`config.mk`:
```
export PLATFORM = sky130hd
export DESIGN_NAME = rast_mem_arbiter
export DESIGN_NICKNAME = d
export VERILOG_FILES = /design/src/rtl/rast_mem_arbiter.sv
export SDC_FILE = /design/constraint.sdc
export NUM_CORES = 1
export LEC_CHECK = 0
export BUFFER_PORTS_ARGS = -buffer_cell sky130_fd_sc_hd__buf_2
export CORE_AREA = 3 3 129 131
export DETAILED_ROUTE_END_ITERATION = 10
export DIE_AREA = 0 0 132 134
export SYNTH_ARGS = -nofsm -noshare
export SYNTH_HDL_FRONTEND = slang
export SYNTH_SLANG_ARGS = --single-unit
```
`constraint.sdc`:
```
create_clock -name clock -period 6.1 [get_ports clock]
set_input_delay 1.83 -clock clock [delete_from_list [all_inputs] [get_ports clock]]
set_output_delay 1.83 -clock clock [all_outputs]
set_load 0.01 [all_outputs]
```
`src/rtl/rast_mem_arbiter.sv`:
```
// Round-robin arbiter that shares one Avalon-MM SDRAM master among the
// rasterizer clients (vertex fetch, depth fetch, z-test write-back).
// A grant lasts until the grantee goes inactive, or until BURST_MAX commands
// have been accepted while another client is waiting. Pipelined read returns
// are routed back through a tag FIFO that records which client issued each
// read.
//
// Handshake: a command transfers on a cycle where the strobe (read or write)
// is high and waitrequest is low; while waitrequest is high the requester
// holds address, data, byteenable and strobe stable. readdatavalid is a
// single-cycle strobe with no back-pressure.
module rast_mem_arbiter #(
    parameter int NUM_REQ     = 3,
    parameter int ADDR_W      = 26,
    parameter int MAX_PENDING = 8,
    parameter int BURST_MAX   = 4
) (
    input  logic                        clock,
    input  logic                        reset,
    input  logic [NUM_REQ*ADDR_W-1:0]   req_address,
    input  logic [NUM_REQ-1:0]          req_read,
    input  logic [NUM_REQ-1:0]          req_write,
    input  logic [NUM_REQ*32-1:0]       req_writedata,
    input  logic [NUM_REQ*4-1:0]        req_byteenable,
    output logic [NUM_REQ-1:0]          req_waitrequest,
    output logic [31:0]                 req_readdata,
    output logic [NUM_REQ-1:0]          req_readdatavalid,
    output logic [ADDR_W-1:0]           master_address,
    output logic                        master_read,
    output logic                        master_write,
    output logic [3:0]                  master_byteenable,
    output logic [31:0]                 master_writedata,
    input  logic                        master_waitrequest,
    input  logic [31:0]                 master_readdata,
    input  logic                        master_readdatavalid,
    output logic                        idle,
    output logic                        err_orphan
);

    localparam int ID_W  = (NUM_REQ > 1) ? $clog2(NUM_REQ) : 1;
    localparam int PTR_W = (MAX_PENDING > 1) ? $clog2(MAX_PENDING) : 1;
    localparam int CNT_W = $clog2(MAX_PENDING) + 1;
    localparam int BC_W  = (BURST_MAX > 1) ? $clog2(BURST_MAX) : 1;

    localparam logic [ID_W-1:0]  LAST_RST   = ID_W'(NUM_REQ - 1);
    localparam logic [CNT_W-1:0] FIFO_DEPTH = CNT_W'(MAX_PENDING);
    localparam logic [BC_W-1:0]  BURST_LAST = BC_W'(BURST_MAX - 1);

    typedef enum logic {
        S_IDLE  = 1'b0,
        S_GRANT = 1'b1
    } state_t;

    state_t            state, state_nxt;
    logic [ID_W-1:0]   grant_id, grant_id_nxt;
    logic [ID_W-1:0]   last_id, last_id_nxt;
    logic [BC_W-1:0]   burst_cnt, burst_cnt_nxt;

    logic [ID_W-1:0]   tag_mem [MAX_PENDING];
    logic [PTR_W-1:0]  wr_ptr, rd_ptr;
    logic [CNT_W-1:0]  count;

    logic [NUM_REQ-1:0] active;
    logic               any_active;
    logic [ID_W-1:0]    rr_pick;
    logic               rr_found;

    logic [ADDR_W-1:0]  g_addr;
    logic [31:0]        g_wdata;
    logic [3:0]         g_be;
    logic               g_read, g_write, g_active, other_active;
    logic               g_rd_only;

    logic grant_valid, fifo_full, accept, push, pop;

    assign active      = req_read | req_write;
    assign any_active  = |active;
    assign grant_valid = (state == S_GRANT);
    assign fifo_full   = (count == FIFO_DEPTH);

    // Next grantee: first active requester after last_id, wrapping modulo NUM_REQ.
    always_comb begin
        rr_pick  = last_id;
        rr_found = 1'b0;
        for (int k = 1; k <= NUM_REQ; k++) begin
            for (int i = 0; i < NUM_REQ; i++) begin
                if (!rr_found && active[i] && ((int'(last_id) + k) % NUM_REQ == i)) begin
                    rr_found = 1'b1;
                    rr_pick  = ID_W'(i);
                end
            end
        end
    end

    // Select the grantee's command fields and note whether anyone else is waiting.
    always_comb begin
        g_addr       = '0;
        g_wdata      = '0;
        g_be         = '0;
        g_read       = 1'b0;
        g_write      = 1'b0;
        g_active     = 1'b0;
        other_active = 1'b0;
        for (int i = 0; i < NUM_REQ; i++) begin
            if (grant_id == ID_W'(i)) begin
                g_addr   = req_address[i*ADDR_W +: ADDR_W];
                g_wdata  = req_writedata[i*32 +: 32];
                g_be     = req_byteenable[i*4 +: 4];
                g_read   = req_read[i];
                g_write  = req_write[i];
                g_active = active[i];
            end else if (active[i]) begin
                other_active = 1'b1;
            end
        end
    end

    // A simultaneous read+write is treated as a write; only pure reads need a tag slot.
    assign g_rd_only = g_read & ~g_write;

    assign master_address    = g_addr;
    assign master_writedata  = g_wdata;
    assign master_byteenable = g_be;
    assign master_write      = grant_valid & g_write;
    assign master_read       = grant_valid & g_rd_only & ~fifo_full;

    assign accept = (master_read | master_write) & ~master_waitrequest;
    assign push   = master_read & ~master_waitrequest;
    assign pop    = master_readdatavalid & (count != '0);

    // Stall every requester except the grantee; the grantee sees the slave stall
    // plus a stall when its read has no free tag slot.
    always_comb begin
        req_waitrequest = '1;
        for (int i = 0; i < NUM_REQ; i++) begin
            if (grant_valid && (grant_id == ID_W'(i))) begin
                req_waitrequest[i] = master_waitrequest | (g_rd_only & fifo_full);
            end
        end
    end

    // Route a read return to the client recorded at the head of the tag FIFO.
    always_comb begin
        req_readdatavalid = '0;
        for (int i = 0; i < NUM_REQ; i++) begin
            if (pop && (tag_mem[rd_ptr] == ID_W'(i))) begin
                req_readdatavalid[i] = 1'b1;
            end
        end
    end

    assign req_readdata = master_readdata;
    assign idle         = (state == S_IDLE) & (count == '0);

    // Grant FSM next state: pick in IDLE, release on inactivity or exhausted burst.
    always_comb begin
        state_nxt     = state;
        grant_id_nxt  = grant_id;
        last_id_nxt   = last_id;
        burst_cnt_nxt = burst_cnt;
        case (state)
            S_IDLE: begin
                if (any_active) begin
                    state_nxt     = S_GRANT;
                    grant_id_nxt  = rr_pick;
                    burst_cnt_nxt = '0;
                end
            end
            S_GRANT: begin
                // Counter saturates so a late-arriving waiter ends the burst on the next accept.
                if (accept && (burst_cnt != BURST_LAST)) begin
                    burst_cnt_nxt = burst_cnt + 1'b1;
                end
                if (!g_active || (accept && (burst_cnt == BURST_LAST) && other_active)) begin
                    state_nxt   = S_IDLE;
                    last_id_nxt = grant_id;
                end
            end
            default: begin
                state_nxt = S_IDLE;
            end
        endcase
    end

    // Grant FSM state register.
    always_ff @(posedge clock) begin
        if (reset) begin
            state     <= S_IDLE;
            grant_id  <= '0;
            last_id   <= LAST_RST;
            burst_cnt <= '0;
        end else begin
            state     <= state_nxt;
            grant_id  <= grant_id_nxt;
            last_id   <= last_id_nxt;
            burst_cnt <= burst_cnt_nxt;
        end
    end

    // Tag FIFO pointers, occupancy and the sticky orphan-return flag.
    always_ff @(posedge clock) begin
        if (reset) begin
            wr_ptr     <= '0;
            rd_ptr     <= '0;
            count      <= '0;
            err_orphan <= 1'b0;
        end else begin
            if (push) begin
                wr_ptr <= wr_ptr + 1'b1;
            end
            if (pop) begin
                rd_ptr <= rd_ptr + 1'b1;
            end
            case ({push, pop})
                2'b10:   count <= count + 1'b1;
                2'b01:   count <= count - 1'b1;
                default: count <= count;
            endcase
            if (master_readdatavalid && (count == '0)) begin
                err_orphan <= 1'b1;
            end
        end
    end

    // Tag storage: remember which client issued each accepted read.
    always_ff @(posedge clock) begin
        if (push) begin
            tag_mem[wr_ptr] <= grant_id;
        end
    end

endmodule

```
# Word-level counts from Yosys, hierarchy flattened
# Memories as Yosys holds them, arrays and structs flattened. A register that Yosys moved wholly into a read port is not among the register bits.
# Index checks and enable logic that the tools add are counted.
[word_totals] ff_bits=18 ram_bits=16 input_bits=228 elab_cells=160 memories=1
[op_classes] n_addsub=8 div_mod_pow=3 eq_ne=17 n_mux=58 bitwise=16 n_reduce_logical=49
[mem_list] memory="tag_mem" words=8 word_bits=2 read_ports=1 rd_ports_with_merged_regs=1 write_ports=1 line_no="59" source="logic [ID_W-1:0] tag_mem [MAX_PENDING];"
[op_table] operator="$eq A32 B2 Y1 const B" count=3
[op_table] operator="$eq A32 B3 Y1 const B" count=3
[op_table] operator="$logic_not A32 Y1" count=3
[op_table] operator="$mod A32 B3 Y32 const B" count=3
[op_table] operator="$mux W32" count=3
[op_table] operator="$mux W26" count=3
[op_table] operator="$mux W1" count=33
[op_table] operator="$logic_and A1 B1 Y1" count=27
[op_table] operator="$mux W2" count=11
[op_table] operator="$mux W4" count=3
[op_table] operator="$and A1 B1 Y1" count=9
[op_table] operator="$logic_not A1 Y1" count=9
[op_table] operator="$eq A2 B2 Y1 const B" count=4
[op_table] operator="$pmux W4 S2" count=1
[op_table] operator="$add A2 B2 Y3 const B" count=2
[op_table] operator="$add A3 B1 Y3 const B" count=2
[op_table] operator="$eq A2 B1 Y1 const B" count=3
[op_table] operator="$mux W3" count=2
[op_table] operator="$reduce_and A2 Y1" count=3
[op_table] operator="$add A4 B1 Y4 const B" count=1
[op_table] operator="$eq A4 B4 Y1 const B" count=1
[op_table] operator="$logic_not A2 Y1" count=2
[op_table] operator="$logic_not A4 Y1" count=1
[op_table] operator="$ne A2 B2 Y1 const B" count=2
[op_table] operator="other kinds (13)" count=17

# Depth between registers and ports, before layout
# Gate-level depths: netlist of run 1.
[logic_depth] depth_word=37 ltp_mapped=13 mapped_depth_nobuf=11

# Worst setup path after synthesis of run 1
# Ideal clock, no wire load.
[synth_timing] path_type="input to output" startpoint="input req_read[2]" endpoint="output req_waitrequest[1]" arrival_ns=2.705 setup_slack_ns=1.565 stages=4 path_buffers=0 cell_sequence="mux2i_1 a2bb2oi_2 nor3b_1 or3_1"
[synth_via] elab_chain_cells=5
[synth_rtl] item="start: declaration" line_no="21" source="input logic [NUM_REQ-1:0] req_read,"
[synth_rtl] item="$mux W1" line_no="105" source="if (grant_id == ID_W'(i)) begin"
[synth_rtl] item="$and A1 B1 Y1" line_no="119" source="assign g_rd_only = g_read & ~g_write;"
[synth_rtl] item="$and A1 B1 Y1" line_no="137" source="req_waitrequest[i] = master_waitrequest | (g_rd_only & fifo_full);"
[synth_rtl] item="$or A1 B1 Y1" line_no="137"
[synth_rtl] item="$mux W1" line_no="136" source="if (grant_valid && (grant_id == ID_W'(i))) begin"
[synth_rtl] item="end: declaration" line_no="25" source="output logic [NUM_REQ-1:0] req_waitrequest,"
# Every way passes these cells.

# Worst setup path in the final report of run 1
[layout_timing] startpoint="input req_write[2]" endpoint="output master_read"
[layout_via] elab_chain_cells=5
[layout_rtl] item="start: declaration" line_no="22" source="input logic [NUM_REQ-1:0] req_write,"
[layout_rtl] item="$mux W1" line_no="105"
[layout_rtl] item="$not A1 Y1" line_no="119"
[layout_rtl] item="$and A1 B1 Y1" line_no="119"
[layout_rtl] item="$and A1 B1 Y1 (2 in a row)" line_no="125" source="assign master_read = grant_valid & g_rd_only & ~fifo_full;"
[layout_rtl] item="end: declaration" line_no="29" source="output logic master_read,"
# Every way passes these cells.

==> impl_metrics.ini, run 1 <==
[status]
status = complete, no violations

[grt]
grt_max_degree = 63
gr-total-overflow = 0
grt_pass1_wl_um = 22360
grt_use_total_pct = 16.79
antenna_found_initial = 17
grt_pass1_vias = 3791

[clocking]
post-cts-setup-buffers = 0
clock_latency_ns = 0.28
cts.sinks = 37
htreeDepth = 2
root_buffer = clkbuf_16
clockBufferDepth = 2
ctsHoldBuffers = 0
cts_tree = yes
path_clk_slew_ns = 0.06
numCtsBuffers = 5
cts.repair.resized = 0

[floorplan]
core_area_mm2 = 0.01571
die_h_um = 134
die_x_um = 132
die_area_mm2 = 0.01769
core.rowCount = 46
boundaryPins = 332
initial_core_util_pct = 22.46

[yosys]
yosysWarnings = 0
synthDominantCellAreaShare_pct = 19.28
ys_ff_latch = 37
synth_nets = 672
ys_seq_area_share_pct = 25.52
synthCells = 435
synthArstFlopShare_pct = 0
ys_types = 52
syn_area_mm2 = 0.003530
syn_avg_cell_area_um2 = 8.114
synthFlopType = dfxtp_1
yosys.area.top_type = mux2i_1
yosys-top-cells-area = mux2i_1 (19%), edfxtp_1 (14%), dfxtp_1 (12%)
synth-edff-count = 16

[cells_and_area]
areaGrowthSynthToFinish_pct = 41.05
fill_cells = 1716
fin_nets = 890
utilization_pct = 31.69
drive_gt1_share_pct = 44.80

[worst_setup_path]
r2r_start = grant_id[0]$_SDFFE_PP0P_
reg2reg_slack_ns = 2.82
crit_path_max_fanout = 7
critPathLaunchType = input port
critPathSlowestCell = nor4b_1
crit_top_cell = buf_2
reg2regPathDepth = 11
r2r_end = count[3]$_SDFFE_PP0P_
criticalPathCategory = input port to output pin
arrival_ns = 3.13
crit_chain = buf_2, mux2i_1, o2bb2ai_4, nor4b_1, buf_2
setup.worst_path.end_class = output pin
cp_data_required_time_ns = 4.27
slowest_delay_ns = 0.53

[run]
maxCapViolCount = 0

[route]
met2WireLength_um = 7362
dr_total_vias = 4001
wl_met1_um = 6113
ant_nets = 0
wl_met3_um = 2213
firstDrtPassIters = 4
wire_per_inst_um = 18.15
viasPerCell = 4.567
wl_um = 15900
drc_errors = 0
drtIter0Drc = 175
top_layer = met5

[sta]
finalCritPeriodShare_pct = 81.28
slew_headroom_pct = 53.77
tns_ns = 0
worst_clock_skew_ns = 0.006028
grt_setup_unrepaired = false
fmax_ghz = 0.2017
final-hold-violation-count = 0
setup_ws_ns = 1.142
period_needed_ns = 4.958
setup_violations = 0
slew_viol_final = 0
tightest_slew_ns = 0.6935

[placed_design]
dp_hpwl_um = 13700
portBuffers = 267
dpl_worst_slack_ns = 1.117
place.gp.congestion = 0.8531

[power_and_ir_drop]
p_seq_share_pct = 30.3
switching_power_mw = 0.3940
power_mw = 1.046
switching_share_pct = 37.66
combPwrFrac_pct = 45.7
power_frac_clock_pct = 24.0
static-leakage-power_nw = 2.125
vdd_drop_max_uv = 97.19
p_int_mw = 0.6521
p_per_area_mw_per_mm2 = 210.1

[hold_path]
worstHoldEndpoint = err_orphan$_SDFFE_PP0P_
hp-class = flop to flop
hold_depth = 2
min_from = err_orphan$_SDFFE_PP0P_
## logic make-up after synthesis
logic type	Yosys count	synth area share, %
and+or+nand+nor	138	18.65
DFF	37	25.52
adders and majority gates	9	3.403
buffers and inverters	68	10.99
AOI/OAI and AO/OA	105	18.04
muxes	73	22.16
xor gates and xnor gates	5	1.241
## routing by layer
layer	vias to the layer above	global-route usage [%]
met5	-	0
li1	1968	-
met1	1790	20.18
met2	216	27.42
met3	21	8.327
met4	6	3.151
## through the flow
step                      instance area [µm²]  instances  hold slack, ns
final                                    4979        876          0.4671
after global routing                     4969        872          0.5087
after CTS                                4964        870          0.4733
after detailed placement                 4817        862          0.4596
after global placement                   4817        862          0.4534
after floorplan                          3530        435          0.4422
## worst max-delay path by stage
stage                      start            endpoint  slack [ns]  depth (start not counted)
detailed placement  req_write[2]         master_read        1.12                          5
floorplan            req_read[2]  req_waitrequest[1]        1.57                          4
global placement    req_write[2]         master_read        1.08                          5
finish              req_write[2]         master_read        1.14                          5
CTS                 req_write[2]         master_read        1.11                          5
global route        req_write[2]  req_waitrequest[2]        0.98                          7
## power groups by stage
stage | logic [mW] | registers (mW) | clock network (mW)
after global routing | 0.529 | 0.323 | 0.267
final | 0.478 | 0.317 | 0.251
after floorplan | 0.324 | 0.304 | 0
after detailed placement | 0.483 | 0.323 | 0
after global placement | 0.481 | 0.324 | 0
after CTS | 0.485 | 0.318 | 0.257
## layout make-up
type                    count  area [µm²]  area share, %
diodes                      6       15.01         0.3016
clock buffers               5       125.1          2.513
clock inverters             3       21.27         0.4272
inverters                   9       33.78         0.6786
multi-input cells         330        2248          45.16
flip-flops and latches     37       905.9          18.20
well taps                 216       270.3          5.429
repair buffers            270        1359          27.29
## cells in the final DEF (no fill, tap or decap), types with 3 or more instances in the layout
cell,n
a21o_1,3
nand2b_1,7
diode_2,6
buf_2,267
dfxtp_1,19
nor3b_1,5
xor2_1,3
a31oi_1,3
mux2i_1,68
nor3_1,4
nor2b_1,4
clkbuf_16,5
ha_1,8
nand2_1,73
a21oi_1,9
inv_1,9
buf_4,3
o211ai_1,4
nor2_1,24
edfxtp_1,16
o21ai_0,70
mux4_2,4
## Yosys cell counts (5+ instances only)
cell      instances
buf_4            33
nand2_1          73
a21oi_1           9
dfxtp_1          21
nand2b_1          7
inv_1             9
buf_2             6
ha_1              8
clkbuf_1         17
mux2i_1          68
nor2b_1           5
edfxtp_1         16
nor2_1           24
o21ai_0          70
nor3b_1           5
## state kept, by name, indices dropped and copies added (netlist names), named ones only
name / cells
burst_cnt: 2
count: 4
err_orphan: 1
grant_id: 2
grant_valid: 1
last_id: 2
rd_ptr: 3
tag_mem: 16
wr_ptr: 3
## critical path: cells and delay by family
family,cells,cell delay (ns)
mux,1,0.24
compound gates,1,0.15
simple gates,1,0.53
buf+inv,2,0.37
Power figures use the tool's default switching activity.
==> run 2, diff against run 1 <==
- CORE_AREA: 3 3 129 131 -> 3 3 127 129
- DIE_AREA: 0 0 132 134 -> 0 0 130 132
- clock period: 6.1 -> 5.2 ns (I/O delays scaled with it)
==> impl_metrics.ini, run 2 (synthesized netlist as in run 1, its figures left out) <==
[route]
wire_per_inst_um = 18.67
drtIter0Drc = 239
firstDrtPassIters = 6
wl_um = 15850
ant_nets = 0
drc_errors = 0
viasPerCell = 4.714
dr_total_vias = 4002

[grt]
grt.met3_usage_pct = 7.618
grt_use_total_pct = 17.70
grtUsageMet1_pct = 22.52
grt.busiest_layer = met2
grtUsageMet2_pct = 28.28
grt_max_degree = 63
grt_pass1_wl_um = 22910
antenna_found_initial = 11
grt_pass1_vias = 3916
gr-total-overflow = 0

[clocking]
htreeDepth = 2
cts_tree = yes
ctsHoldBuffers = 0
root_buffer = clkbuf_16
numCtsBuffers = 5
clockBufferDepth = 2
path_clk_slew_ns = 0.05
post-cts-setup-buffers = 0
cts.repair.resized = 0
cts.sinks = 37
clock_latency_ns = 0.28

[worst_setup_path]
crit_chain = buf_2, mux2i_1, a2bb2oi_2, nor3b_1, or3_1, buf_2
criticalPathCategory = input port to output pin
crit_top_cell = buf_2
cp_data_required_time_ns = 3.64
setup.worst_path.end_class = output pin
critPathLaunchType = input port
crit_path_max_fanout = 7
path_buf_inv = 2
slowest_delay_ns = 0.35
arrival_ns = 2.82
critPathSlowestCell = a2bb2oi_2
critical-path-top-delay-family = simple AND/OR/NAND/NOR gates

[cells_and_area]
areaGrowthSynthToFinish_pct = 41.47
final_cell_mix = buf_2 (267), nand2_1 (73), o21ai_0 (70)
largest-register = tag_mem
final_common_cell = buf_2
fin_nets = 891
largest_reg_flops = 16
reg.largest.list = tag_mem x16, count x4
drive_gt1_share_pct = 44.89

[floorplan]
die_h_um = 132
core.rowCount = 45
boundaryPins = 332
die_area_mm2 = 0.01716
die_x_um = 130
core_area_mm2 = 0.01515
initial_core_util_pct = 23.30

[sta]
grt_setup_unrepaired = false
final-hold-violation-count = 0
period_needed_ns = 4.384
tns_ns = 0
slew_headroom_pct = 62.19
setup_violations = 0
tightest_slew_ns = 0.5672
worst_clock_skew_ns = 0.002811
finalCritPeriodShare_pct = 84.31
slew_viol_final = 0
fmax_ghz = 0.2281

[run]
maxCapViolCount = 0

[power_and_ir_drop]
p_seq_share_pct = 28.5
power_frac_clock_pct = 27.0
power_mw = 1.297
static-leakage-power_nw = 2.147
combPwrFrac_pct = 44.5
switching_share_pct = 35.91
switching_power_mw = 0.4657
p_int_mw = 0.8313
p_per_area_mw_per_mm2 = 259.7
vdd_drop_max_uv = 165.8

[status]
status = complete, no violations

[placed_design]
portBuffers = 267
dp_hpwl_um = 13410
place.gp.congestion = 0.8245

[hold_path]
hp-class = flop to flop
[run 2: power groups by stage]
| stage | logic (mW) | registers [mW] | clock network, mW |
|---|---|---|---|
| after floorplan | 0.380 | 0.357 | 0 |
| after global placement | 0.579 | 0.376 | 0 |
| after detailed placement | 0.579 | 0.376 | 0 |
| after CTS | 0.582 | 0.371 | 0.357 |
| after global routing | 0.643 | 0.375 | 0.375 |
| final | 0.577 | 0.370 | 0.350 |
[run 2: path summary, 6_finish.rpt]
kind | startpoint | to | slack (ns) | cells past startpoint
hold / removal | err_orphan$_SDFFE_PP0P_ | err_orphan$_SDFFE_PP0P_ | 0.47 | 2
setup / recovery | req_read[2] | req_waitrequest[1] | 0.82 | 6
hold reg to reg | err_orphan$_SDFFE_PP0P_ | err_orphan$_SDFFE_PP0P_ | 0.47 | 2
setup reg to reg | grant_id[1]$_SDFFE_PP0P_ | count[3]$_SDFFE_PP0P_ | 2.03 | 11
[run 2: per-stage QoR]
stage | cell area, µm² | utilization [%] | hold WS, ns | cells | setup slack (ns)
after floorplan | 3530 | - | 0.4422 | 435 | 1.205
after global placement | 4802 | 31.71 | 0.4511 | 835 | 0.7507
after detailed placement | 4802 | 31.71 | 0.4623 | 835 | 0.7573
after CTS | 4979 | 32.87 | 0.4745 | 843 | 0.7483
after global routing | 4984 | 32.90 | 0.4982 | 845 | 0.6714
final | 4994 | 32.97 | 0.4676 | 849 | 0.8159
[run 2: cell type report]
class / instances / area, µm²
inverter: 9 / 33.78
clock buffer: 6 / 138.9
tap: 188 / 235.2
clock inverter: 2 / 37.54
antenna: 6 / 15.01
fill: 1611 / 10150
timing repair buffer: 271 / 1379
multi-input combinational: 330 / 2248
sequential: 37 / 905.9
[run 2: routing by layer]
| metal | vias up | wire [µm] |
|---|---|---|
| met3 | 23 | 2131 |
| met2 | 231 | 7417 |
| met5 | - | 35 |
| met1 | 1777 | 6072 |
| met4 | 6 | 191 |
| li1 | 1965 | - |
[run 2: worst min-delay path, stage by stage (launching register included)]
cell	delay, ns
dfxtp_1	0.32
a21oi_1	0.04
nor2_1	0.07
